==> config.mk <==
export PLATFORM = sky130hd
export DESIGN_NAME = dpwm_ctrl
export DESIGN_NICKNAME = d
export VERILOG_FILES = /design/src/rtl/dpwm_ctrl.sv
export SDC_FILE = /design/constraint.sdc
export NUM_CORES = 1
export LEC_CHECK = 0
export CAP_MARGIN = 20
export CORE_MARGIN = 2
export CORE_UTILIZATION = 34
export CTS_CLUSTER_DIAMETER = 150
export CTS_CLUSTER_SIZE = 14
export DETAILED_ROUTE_END_ITERATION = 7
export PLACE_DENSITY_LB_ADDON = 0.15
export SLEW_MARGIN = 20
export SYNTH_ARGS = -nofsm -noshare
export SYNTH_HDL_FRONTEND = slang
export SYNTH_SLANG_ARGS = --single-unit
==> constraint.sdc <==
create_clock -name CLK -period 2.77 [get_ports CLK]
set_clock_uncertainty 0.15 [all_clocks]
set_input_delay 0.554 -clock CLK [delete_from_list [all_inputs] [get_ports CLK]]
set_output_delay 0.554 -clock CLK [all_outputs]
set_load 0.005 [all_outputs]
==> src/rtl/dpwm_ctrl.sv <==
// dpwm_ctrl: prescaled digital PWM with IDLE/RUN/DRAIN sequencing and a double-buffered duty register
module dpwm_ctrl #(
    parameter int DUTY_MAX = 1000,
    parameter int STEP     = 10
) (
    input  logic       CLK,
    input  logic       reset,
    input  logic       enable,
    input  logic [1:0] div_sel,
    input  logic [9:0] duty_in,
    input  logic       duty_valid,
    output logic       duty_ready,
    output logic [9:0] cuenta,
    output logic       pwm_out,
    output logic       period_end,
    output logic [1:0] state
);
    typedef enum logic [1:0] {IDLE = 2'd0, RUN = 2'd1, DRAIN = 2'd2} state_t;
    localparam logic [9:0] DMAX = 10'(DUTY_MAX);
    localparam logic [9:0] STEP_W = 10'(STEP);
    state_t state_q, state_d;
    logic [2:0] presc_q, presc_d;
    logic [1:0] div_q, div_d;
    logic [9:0] cuenta_q, cuenta_d, active_q, active_d, pend_q, pend_d;
    logic pfull_q, pfull_d, pe_q, pe_d;
    logic running, tick, wrap, xfer, copy;

    always_ff @(posedge CLK or negedge reset) begin
        if (!reset) begin
            state_q  <= IDLE;
            presc_q  <= '0;
            div_q    <= '0;
            cuenta_q <= '0;
            active_q <= '0;
            pend_q   <= '0;
            pfull_q  <= 1'b0;
            pe_q     <= 1'b0;
        end else begin
            state_q  <= state_d;
            presc_q  <= presc_d;
            div_q    <= div_d;
            cuenta_q <= cuenta_d;
            active_q <= active_d;
            pend_q   <= pend_d;
            pfull_q  <= pfull_d;
            pe_q     <= pe_d;
        end
    end

    always_comb begin
        running = state_q == RUN || state_q == DRAIN;
        tick    = running && presc_q == 3'((4'd1 << div_q) - 4'd1);
        wrap    = tick && cuenta_q == DMAX;
        xfer    = duty_valid && !pfull_q;
        copy    = pfull_q && (state_q == IDLE || wrap);
        state_d = IDLE;
        case (state_q)
            IDLE:    state_d = enable ? RUN : IDLE;
            RUN:     state_d = enable ? RUN : DRAIN;
            DRAIN:   state_d = enable ? RUN : (wrap ? IDLE : DRAIN);
            default: state_d = IDLE;
        endcase
        presc_d  = (!running || tick) ? 3'd0 : presc_q + 3'd1;
        cuenta_d = !running ? 10'd0 : tick ? (wrap ? 10'd0 : cuenta_q + STEP_W) : cuenta_q;
        // div_sel is only sampled at period boundaries so a period never changes rate midway
        div_d    = ((state_q == IDLE && enable) || wrap) ? div_sel : div_q;
        pend_d   = xfer ? (duty_in > DMAX ? DMAX : duty_in) : pend_q;
        active_d = copy ? pend_q : active_q;
        pfull_d  = xfer | (pfull_q & ~copy);
        pe_d     = wrap;
    end

    assign duty_ready = !pfull_q;
    assign cuenta     = cuenta_q;
    assign pwm_out    = running && cuenta_q < active_q;
    assign period_end = pe_q;
    assign state      = state_q;
endmodule

==> Implementation_results.wiki, run 1 <==
{| class="wikitable"
! Metric !! Value
|-
| Synth Area in XOR/XNOR || less than 1%
|-
| Post-DP HPWL || 2990 um
|-
| Number of endpoints failing setup at the final stage || 0
|-
| Number of synthesized register bits || 38
|-
| Number of endpoints with negative hold slack in the final report || 0
|-
| Data required time of the critical path || 2.07 ns
|-
| Aggregate global routing overflow || 0
|-
| Actual transition at the worst max-transition pin || 0.855 ns
|-
| RR Startpoint || state[0]
|-
| Post-synthesis simple-gate area fraction || 15.0%
|-
| Floorplan core area || around 5600 um^2
|-
| Worst-case register-to-register setup slack || approximately 0.56 ns
|-
| Layout overhead on the synthesized area || 28.6%
|-
| Horizontal extent of the die || between 80 and 90 um
|-
| Cell types occupying the most area after synthesis || dfrtp_1 48%, mux2_2 9.7%, ha_1 9.5%
|-
| Max-slew violation total from the final report || 0
|-
| Sequential cell area fraction in the yosys report || between 40% and 50%
|-
| Maximum number of pins on one net before global-route repair || 39
|-
| Mean instance size in the synthesized netlist || ~11 um^2
|-
| Via count of the routed design || between 1500 and 2000
|-
| Fraction of synthesized cell area taken by the top area cell type || roughly 48%
|-
| Final period demand of the worst path || 2.62 ns
|-
| Number of antenna violations at the first check in global routing || 0
|-
| Worst slack at placement || a little under 0.2 ns
|-
| Relative slew margins || 43.0%
|-
| Final worst slack || roughly 0.15 ns
|-
| Category of the critical setup timing path || reg -> out
|-
| Count of buffers added by post-CTS timing repair for setup || 0
|-
| Port bufs || 29
|-
| Number of inserted diodes || 0
|-
| Power density cells || a little under 1000 nW/um^2
|-
| Data arrival time at the worst-slack endpoint || between 1.5 and 2 ns
|-
| WL final || just over 4000 um
|-
| Primary FF master, synth || dfrtp_1
|-
| Slowest CP cell || dfrtp_1
|-
| Critical Path, Cell by Cell || ha_1, a21oi_2, nor2b_1, o21ai_0, a31oi_1, nor3_2, dlygate4sd2_1
|-
| CTS tree || done
|-
| Startpoint Class || register
|-
| Fraction of layout instances using a drive strength above 1 || a little under a fifth
|-
| Iteration count of the initial detailed-routing pass || 4
|-
| Largest stage delay on the critical path || 0.39 ns
|-
| Number of buffers on the longest clock path || 2
|-
| Fraction of the cycle the final worst path needs || a little over nine tenths
|-
| Drt drc || 0
|-
| Fraction of the mapped netlist area in compound gates || between 10% and 20%
|-
| Skew-Pair Late Insertion Delay || 0.29 ns
|-
| Number of standard-cell rows in the floorplan || 27
|-
| Count of hold-fix buffers inserted at cts || 0
|-
| Die Footprint || 6460 um^2
|-
| Number of distinct library cells after synthesis || 37
|-
| Most frequent cells in the layout || 38 x dfrtp_1, 27 x clkdlybuf4s50_1, 17 x nand2_1, 17 x mux2_2, 15 x ha_1
|-
| Most common cell after layout, fill and taps aside || dfrtp_1
|-
| YS warnings || 0
|-
| Placer's final routability congestion estimate || 0.730
|-
| Level count of the clock H-tree || 2
|-
| Element type at the critical path end || primary output
|-
| Worst min path class || in -> async
|-
| Worst-path clk slew || approximately 0.080 ns
|-
| Effective utilization at floorplan || 35.6%
|-
| Post-Synthesis Cell Area || approximately 2000 um^2
|-
| Achievable Freq || 0.381 GHz
|-
| Dominant combinational cell family by area after synthesis || simple AND/OR/NAND/NOR gates
|-
| Total CTS buffers || 5
|-
| Height of the die || 80.4 um
|-
| Antenna violation net count after detailed routing || 0
|-
| Buffer cell driving the clock tree root || clkbuf_8
|-
| Worst-path maximum fanout || 2
|-
| Share of synthesized registers carrying an async set or reset || 100%
|-
| Sum of internal, switching and leakage power || about 2500 uW
|-
| First-pass GRT wire length || about 7300 um
|-
| Number of cells on the worst reg-to-reg path || 6
|-
| Filler Cells Inserted || roughly 550
|-
| Dominant cell type by area after synthesis || dfrtp_1
|-
| Post-synthesis adder-cell area fraction || roughly a tenth
|-
| Number of max-cap violations || 0
|-
| Number of enable flip-flop cells after synthesis || 0
|-
| Leakage power total || around 0.0011 uW
|-
| Violation count after the first detailed-routing iteration || 57
|-
| Routed via count divided by cell count || slightly above 5
|-
| Synthesized netlist cell count || around 190
|-
| Net count after synthesis || 217
|-
| Combined global-route utilization of all metal layers || between 10% and 20%
|-
| Status || complete, no violations
|-
| Sink count of the clock tree || 38
|-
| Worst reg2reg endpoint || div_q[1]
|-
| Mux cell area share after synthesis || 9.66%
|-
| Vias in the first global route || between 1000 and 1500
|-
| Fin util || a little under half
|-
| IO Count || 31
|-
| Number of nets in the finished design || 256
|-
| Average wire per cell in the routed design || 13.8 um
|-
| Worst VDD drop || about 340 uV
|}
[area by class of cell]
type / count / area (um^2) / area share (%)
Clock buffer: 6 / 82.6 / 3.24
Sequential cell: 38 / 951 / 37.3
Tap cell: 72 / 90.1 / 3.53
Clock inverter: 2 / 60.1 / 2.36
Multi-Input combinational cell: 128 / 961 / 37.7
Timing Repair Buffer: 38 / 352 / 13.8
Inverter: 14 / 52.6 / 2.06
[worst max path at each step]
stage / startpoint / to / slack, ns / cells after the start
after floorplan: div_q[1] / active_q[0] / 0.68 / 5
after global placement: cuenta[1] / pwm_out / 0.22 / 7
after detailed placement: cuenta[1] / pwm_out / 0.20 / 7
after CTS: cuenta[1] / pwm_out / 0.12 / 7
after global routing: cuenta[5] / pwm_out / -0.01 / 7
final: cuenta[5] / pwm_out / 0.15 / 7
[power breakdown]
| group | internal (uW) | switching, uW | total (uW) |
|---|---|---|---|
| Clock | 384 | 202 | 586 |
| Sequential | 766 | 137 | 903 |
| Combinational | 516 | 500 | 1020 |
[state kept, by name, indices dropped and copies added (netlist names)]
register,cells
active_q,10
pend_q,10
cuenta,9
presc_q,3
div_q,2
state,2
period_end,1
pfull_q,1
[synthesized netlist by cell type (3+ instances only)]
| master | n |
|---|---|
| nand3_1 | 4 |
| a22o_1 | 3 |
| or4_1 | 3 |
| o31ai_1 | 4 |
| clkbuf_1 | 5 |
| dfrtp_1 | 38 |
| a21oi_1 | 13 |
| nor2_1 | 9 |
| nand4_1 | 3 |
| or3_1 | 4 |
| nor3_1 | 3 |
| ha_1 | 15 |
| o21ai_0 | 6 |
| mux2_2 | 17 |
| nand2_1 | 17 |
| inv_1 | 14 |
[worst max-delay path: cells and delay by family, from the launching register on]
family	cells	cell delay, ns
compound gates	3	0.41
flops	1	0.39
fa+ha+maj	1	0.33
buf+inv	1	0.26
simple gates	2	0.24
[through the flow]
stage               setup TNS [ns]  cells  hold slack [ns]  area (um^2)
floorplan                        0    186            0.108         1980
finish                           0    298            0.208         2550
detailed placement               0    290            0.316         2400
global placement                 0    290            0.312         2400
global route               -0.0148    298            0.292         2550
CTS                              0    298            0.248         2540
[per-layer routing]
metal	vias up	global-route usage (%)	wire, um
li1	745	-	-
met1	721	20.9	2050
met2	34	21.9	1840
met4	0	4.58	45
met3	7	3.37	180
met5	-	0	0
[cells by family (layout without fill, tap and decap cells)]
family,after synthesis,count (layout)
xor gates and xnor gates,2,2
other,1,1
adders and majority gates,15,15
muxes,17,17
buffers and inverters,20,60
AOI/OAI and AO/OA,37,37
and+or+nand+nor,56,56
DFF,38,38
[repair_timing]
action | in CTS | in global routing
resized for setup | 1 | 2
setup endpoints to repair | 1 | 1
pin swaps | 1 | 0
(Power assumes the default switching activity.)
==> run 2, diff against run 1 <==
--- a/config.mk
+++ b/config.mk
@@ -11,8 +11,8 @@
 export CTS_CLUSTER_DIAMETER = 150
 export CTS_CLUSTER_SIZE = 14
 export DETAILED_ROUTE_END_ITERATION = 7
+export DONT_BUFFER_PORTS = 1
 export PLACE_DENSITY_LB_ADDON = 0.15
-export SLEW_MARGIN = 20
 export SYNTH_ARGS = -nofsm -noshare
 export SYNTH_HDL_FRONTEND = slang
 export SYNTH_SLANG_ARGS = --single-unit
==> Implementation_results.wiki, run 2 (synthesis results as in run 1) <==
{| class="wikitable"
! Metric !! Value
|-
| Category of the critical setup timing path || reg -> out
|-
| Average wire per cell in the routed design || 14.8 um (+7.2%)
|-
| Number of endpoints failing setup at the final stage || 0 (unchanged)
|-
| Count of buffers added by post-CTS timing repair for setup || 0 (unchanged)
|-
| Worst-case register-to-register setup slack || 0.43 ns (-0.13 ns)
|-
| WL final || 3900 um (-5.0%)
|-
| Filler Cells Inserted || 563 (+2.2%)
|-
| Number of inserted diodes || 0 (unchanged)
|-
| NetSw || 799 uW (-4.7%)
|-
| Hold path endpoint || pend_q[3]
|-
| Relative slew margins || 54.7% (+12 points)
|-
| Fraction of layout instances using a drive strength above 1 || 16.7% (-1.5 points)
|-
| Sink count of the clock tree || 38 (unchanged)
|-
| Level count of the clock H-tree || 2 (unchanged)
|-
| Worst min path class || in -> reg
|-
| Startpoint of the worst setup timing path || cuenta[5]
|-
| Status || complete, no violations
|-
| Most common cell after layout, fill and taps aside || dfrtp_1
|-
| Layout overhead on the synthesized area || 12.7%
|-
| Die Footprint || 6460 um^2 (unchanged)
|-
| First-pass GRT wire length || 6760 um (-7.0%)
|-
| Fin util || 40.1% (-5.7 points)
|-
| Total CTS buffers || 5 (unchanged)
|-
| Effective utilization at floorplan || 35.6% (unchanged)
|-
| Crit path buf inv count || 0 (-1)
|-
| Aggregate global routing overflow || 0 (unchanged)
|-
| Iteration count of the initial detailed-routing pass || 4 (unchanged)
|-
| Flop pwr share || 39.3% (+3.2 points)
|-
| IO Count || 31 (unchanged)
|-
| Horizontal extent of the die || 80.4 um (unchanged)
|-
| Area of the multi-input gates || 952 um^2 (-0.91%)
|-
| Skew-Pair Late Insertion Delay || 0.29 ns (about the same)
|-
| Number of antenna violations at the first check in global routing || 0 (unchanged)
|-
| Clock power share || 24.9% (+1.5 points)
|-
| Element type at the critical path end || primary output
|-
| Worst Hold Path Cells || 2
|-
| Vias in the first global route || 1373 (-5.4%)
|-
| Slowest CP cell || dfrtp_1
|-
| Worst path top cell family by delay || flip-flops
|-
| Start point of the worst min-delay path || duty_in[3]
|-
| Switching part of the total power || 34.1% (+0.60 points)
|-
| Critical Path, Cell by Cell || ha_1, a21oi_1, nor2b_1, o21ai_0, a31oi_1, nor3_1
|-
| Combined global-route utilization of all metal layers || 13.7% (-1.0 points)
|-
| Floorplan core area || 5570 um^2 (unchanged)
|-
| Number of resized instances in the post-cts repair step || 0 (-1)
|-
| Startpoint Class || register
|-
| Achievable Freq || 0.394 GHz (+3.3%)
|-
| Number of buffers on the longest clock path || 2 (unchanged)
|-
| Largest stage delay on the critical path || 0.48 ns (+0.09 ns)
|-
| Data required time of the critical path || 2.07 ns (about the same)
|-
| Sequential cell area in the final layout || 951 um^2 (unchanged)
|-
| Antenna violation net count after detailed routing || 0 (unchanged)
|-
| Number of max-cap violations || 0 (unchanged)
|-
| Data arrival time at the worst-slack endpoint || 1.84 ns (-0.08 ns)
|-
| Via count of the routed design || 1371 (-9.0%)
|-
| Fraction of the cycle the final worst path needs || 91.7% (-3.0 points)
|-
| Port bufs || 0 (-100%)
|-
| Number of nets in the finished design || 222 (-13%)
|-
| Leakage power total || 0.00100 uW (-12%)
|-
| Drt drc || 0 (unchanged)
|-
| Number of endpoints with negative hold slack in the final report || 0 (unchanged)
|-
| Max-slew violation total from the final report || 0 (unchanged)
|-
| Number of cells on the worst reg-to-reg path || 5 (-1)
|-
| Worst-path maximum fanout || 7 (+5)
|-
| Worst-path clk slew || 0.08 ns (about the same)
|-
| Height of the die || 80.4 um (unchanged)
|-
| Post-DP HPWL || 2910 um (-2.7%)
|-
| Count of hold-fix buffers inserted at cts || 2 (+2)
|-
| Worst VDD drop || 490 uV (+42%)
|-
| Maximum number of pins on one net before global-route repair || 39 (unchanged)
|-
| Buffer cell driving the clock tree root || clkbuf_8
|-
| Power density cells || 1050 nW/um^2 (+6.8%)
|-
| Routed via count divided by cell count || 5.19 (+2.7%)
|-
| RR Startpoint || div_q[1]
|-
| Worst reg2reg endpoint || active_q[7]
|-
| Placer's final routability congestion estimate || 0.827 (+13%)
|-
| Most frequent cells in the layout || 38 x dfrtp_1, 17 x nand2_1, 17 x mux2_2
|-
| Violation count after the first detailed-routing iteration || 70 (+23%)
|-
| Setup repair after global routing missed its margin || no
|-
| Actual transition at the worst max-transition pin || 0.677 ns (-0.178 ns)
|-
| Proportion of power drawn by combinational gates || 35.8% (-4.8 points)
|-
| Final period demand of the worst path || 2.54 ns (-0.0843 ns)
|-
| Final cell count without fillers || 264 (-11%)
|-
| Internal cell power || 1550 uW (-7.2%)
|-
| Setup_tns || 0 ns (unchanged)
|-
| Placed Cells incl. Taps || 254 (-12%)
|-
| CTS tree || done
|-
| Number of standard-cell rows in the floorplan || 27 (unchanged)
|}
-- run 2: cell type report --
cell class | count | area share (%)
clock buffers | 6 | 3.70
clock inverters | 2 | 2.69
inverters | 14 | 2.35
multi-input cells | 128 | 42.6
flip-flops and latches | 38 | 42.6
well taps | 72 | 4.03
repair buffers | 4 | 2.02
-- run 2: metal layers --
metal	wire, um	track usage (%)
met1	1820	17.0
met2	1800	21.6
met3	227	4.94
met4	62	5.08
met5	0	0
-- run 2: worst max path at each step --
stage | cells after the start | endpoint | slack, ns
after CTS | 6 | pwm_out | 0.20
after floorplan | 5 | active_q[0] | 0.68
after global routing | 6 | pwm_out | 0.13
after global placement | 5 | active_q[6] | 0.48
final | 6 | pwm_out | 0.23
after detailed placement | 5 | active_q[7] | 0.40
-- run 2: stage by stage --
| stage | total power (uW) | hold slack, ns | cell area, um^2 | setup WS [ns] |
|---|---|---|---|---|
| after floorplan | 1580 | 0.108 | 1980 | 0.682 |
| after global placement | 1730 | 0.109 | 2060 | 0.483 |
| after detailed placement | 1770 | 0.110 | 2060 | 0.402 |
| after CTS | 2380 | 0.225 | 2230 | 0.199 |
| after global routing | 2550 | 0.227 | 2230 | 0.133 |
| final | 2350 | 0.232 | 2230 | 0.230 |
-- run 2: power groups by stage --
stage               combinational (uW)  sequential [uW]  clock, uW
floorplan                          697              881          0
global placement                   810              924          0
detailed placement                 833              938          0
CTS                                851              926        605
global route                       964              961        629
finish                             839              922        585
==> run 3, diff against run 2 <==
--- a/config.mk
+++ b/config.mk
@@ -13,6 +13,7 @@
 export DETAILED_ROUTE_END_ITERATION = 7
 export DONT_BUFFER_PORTS = 1
 export PLACE_DENSITY_LB_ADDON = 0.15
+export SETUP_SLACK_MARGIN = 0.4
 export SYNTH_ARGS = -nofsm -noshare
 export SYNTH_HDL_FRONTEND = slang
 export SYNTH_SLANG_ARGS = --single-unit
==> constraint.sdc (replaced) <==
create_clock -name CLK -period 2.5 [get_ports CLK]
set_clock_uncertainty 0.15 [all_clocks]
set_input_delay 0.5 -clock CLK [delete_from_list [all_inputs] [get_ports CLK]]
set_output_delay 0.5 -clock CLK [all_outputs]
set_load 0.005 [all_outputs]
==> Implementation_results.wiki, run 3 (synthesis results as in run 1) <==
{| class="wikitable"
! Metric !! Value
|-
| Worst min path class || in -> reg
|-
| Category of the critical setup timing path || reg -> out
|-
| Detail Route met3 WL || 206 um (-9.3%)
|-
| First-pass GRT wire length || 7780 um (+15%)
|-
| Sum of internal, switching and leakage power || 2930 uW (+25%)
|-
| Violation count after the first detailed-routing iteration || 70 (unchanged)
|-
| Sink count of the clock tree || 38 (unchanged)
|-
| Worst slack at placement || 0.344 ns (-0.0576 ns)
|-
| Setup repair after global routing missed its margin || yes
|-
| Floorplan core area || 5570 um^2 (unchanged)
|-
| Maximum number of pins on one net before global-route repair || 39 (unchanged)
|-
| Via count of the routed design || 1463 (+6.7%)
|-
| Buffer cell driving the clock tree root || clkbuf_8
|-
| Worst-path clk slew || 0.07 ns (about the same)
|-
| Status || complete, no violations
|-
| Number of nets in the finished design || 237 (+6.8%)
|-
| Final worst slack || 0.172 ns (-0.0585 ns)
|-
| Data required time of the critical path || 1.85 ns (-0.22 ns)
|-
| Filler Cells Inserted || 550 (-2.3%)
|-
| Level count of the clock H-tree || 2 (unchanged)
|-
| Post-DP HPWL || 2920 um (+0.18%)
|-
| Setup_tns || 0 ns (unchanged)
|-
| Worst-path maximum fanout || 7 (unchanged)
|-
| CTS tree || done
|-
| Power density cells || 1190 nW/um^2 (+13%)
|-
| Worst Hold Path Cells || 2 (unchanged)
|-
| Number of standard-cell rows in the floorplan || 27 (unchanged)
|-
| Routed met1 length || 2010 um (+11%)
|-
| WL final || 4420 um (+13%)
|-
| Routed length on met2 || 2160 um (+20%)
|-
| Fraction of layout instances using a drive strength above 1 || 30.6% (+14 points)
|-
| Antenna violation net count after detailed routing || 0 (unchanged)
|-
| Number of max-cap violations || 0 (unchanged)
|-
| Highest metal used || met4
|-
| Largest stage delay on the critical path || 0.49 ns (about the same)
|-
| Most common cell after layout, fill and taps aside || dfrtp_1
|-
| Iteration count of the initial detailed-routing pass || 4 (unchanged)
|-
| Final period demand of the worst path || 2.33 ns
|-
| Effective utilization at floorplan || 35.6% (unchanged)
|-
| Placer's final routability congestion estimate || 0.783 (-5.3%)
|-
| Horizontal extent of the die || 80.4 um (unchanged)
|-
| Slowest CP cell || dfrtp_2
|-
| Drt drc || 0 (unchanged)
|-
| Number of endpoints with negative hold slack in the final report || 0 (unchanged)
|-
| Skew-Pair Late Insertion Delay || 0.29 ns (about the same)
|-
| Number of buffers on the longest clock path || 2 (unchanged)
|-
| Max-slew violation total from the final report || 0 (unchanged)
|-
| Routed via count divided by cell count || 5.26 (+1.3%)
|-
| Number of cells on the worst reg-to-reg path || 6 (+1)
|-
| Data arrival time at the worst-slack endpoint || 1.68 ns (-0.16 ns)
|-
| Total CTS buffers || 5 (unchanged)
|-
| Port bufs || 0 (unchanged)
|-
| Achievable Freq || between 0.4 and 0.5 GHz
|-
| Vias in the first global route || 1573 (+15%)
|-
| Most frequent cells in the layout || 34 x dfrtp_1, 15 x nand2_1, 13 x inv_1, 13 x a21oi_1, 13 x buf_4
|-
| Average wire per cell in the routed design || 15.9 um (+7.6%)
|-
| Aggregate global routing overflow || 0 (unchanged)
|-
| Leakage power total || 0.00109 uW (+8.7%)
|-
| Die Footprint || 6460 um^2 (unchanged)
|-
| IO Count || 31 (unchanged)
|-
| Combined global-route utilization of all metal layers || 15.7% (+2.0 points)
|-
| Worst VDD drop || 524 uV (+7.0%)
|-
| Number of endpoints failing setup at the final stage || 0 (unchanged)
|-
| Number of antenna violations at the first check in global routing || 0 (unchanged)
|-
| Number of inserted diodes || 0 (unchanged)
|-
| Startpoint Class || register
|-
| Fraction of the cycle the final worst path needs || 93.1%
|-
| Critical Path, Cell by Cell || ha_4, nor2b_1, o211ai_1, a21o_1, a31oi_4, nor3_4
|-
| Layout overhead on the synthesized area || 24.6%
|-
| Height of the die || 80.4 um (unchanged)
|-
| Element type at the critical path end || primary output
|}
run 3: repair_timing:
action                     CTS  global route
buffers inserted            13             0
resized for setup           21            13
setup endpoints to repair   13            19
hold buffers                 2             0
gates cloned                 2             0
hold endpoints to repair    38             0
pin swaps                    9             3
run 3: cell type report:
cell class	count	area (um^2)	share of cell area (%)
Sequential cell	38	956	38.7
Clock inverter	1	30.0	1.22
Timing Repair Buffer	18	161	6.54
Tap cell	72	90.1	3.65
Multi-Input combinational cell	129	1090	44.2
Inverter	14	56.3	2.28
Clock buffer	6	82.6	3.35
run 3: through the flow:
stage | utilization, % | hold WS [ns] | cell area [um^2] | instances
2_1_floorplan | - | 0.0544 | 1980 | 186
3_3_place_gp | 37.0 | 0.0556 | 2060 | 254
3_5_place_dp | 37.0 | 0.0558 | 2060 | 254
4_1_cts | 43.4 | 0.180 | 2420 | 278
5_1_grt | 44.3 | 0.181 | 2470 | 278
6_report | 44.3 | 0.182 | 2470 | 278
run 3: where the power goes:
group | total, uW | switching [uW] | internal [uW]
sequential | 1040 | 190 | 852
clock | 536 | 217 | 319
combinational | 1350 | 640 | 715
total | 2930 | 1050 | 1890
run 3: per-layer routing:
| layer | GRT usage (%) | vias to the layer above |
|---|---|---|
| met3 | 4.38 | 5 |
| li1 | - | 704 |
| met5 | 0 | - |
| met4 | 4.07 | 0 |
| met1 | 20.3 | 723 |
| met2 | 25.8 | 31 |
run 3: worst paths after layout:
kind	startpoint	endpoint	slack, ns
max in group asynchronous	reset	presc_q[2]	1.47
max reg2reg	div_q[0]	active_q[0]	0.36
min in group asynchronous	reset	cuenta[5]	0.51
min reg2reg	pend_q[4]	pend_q[4]	0.33
min	duty_in[3]	pend_q[3]	0.18
max	cuenta[1]	pwm_out	0.17
run 3: worst max-delay path, delay by kind of cell (launching register included):
kind	cells	cell delay (ns)
compound gates	3	0.42
fa+ha+maj	1	0.22
flops	1	0.49
simple gates	2	0.26
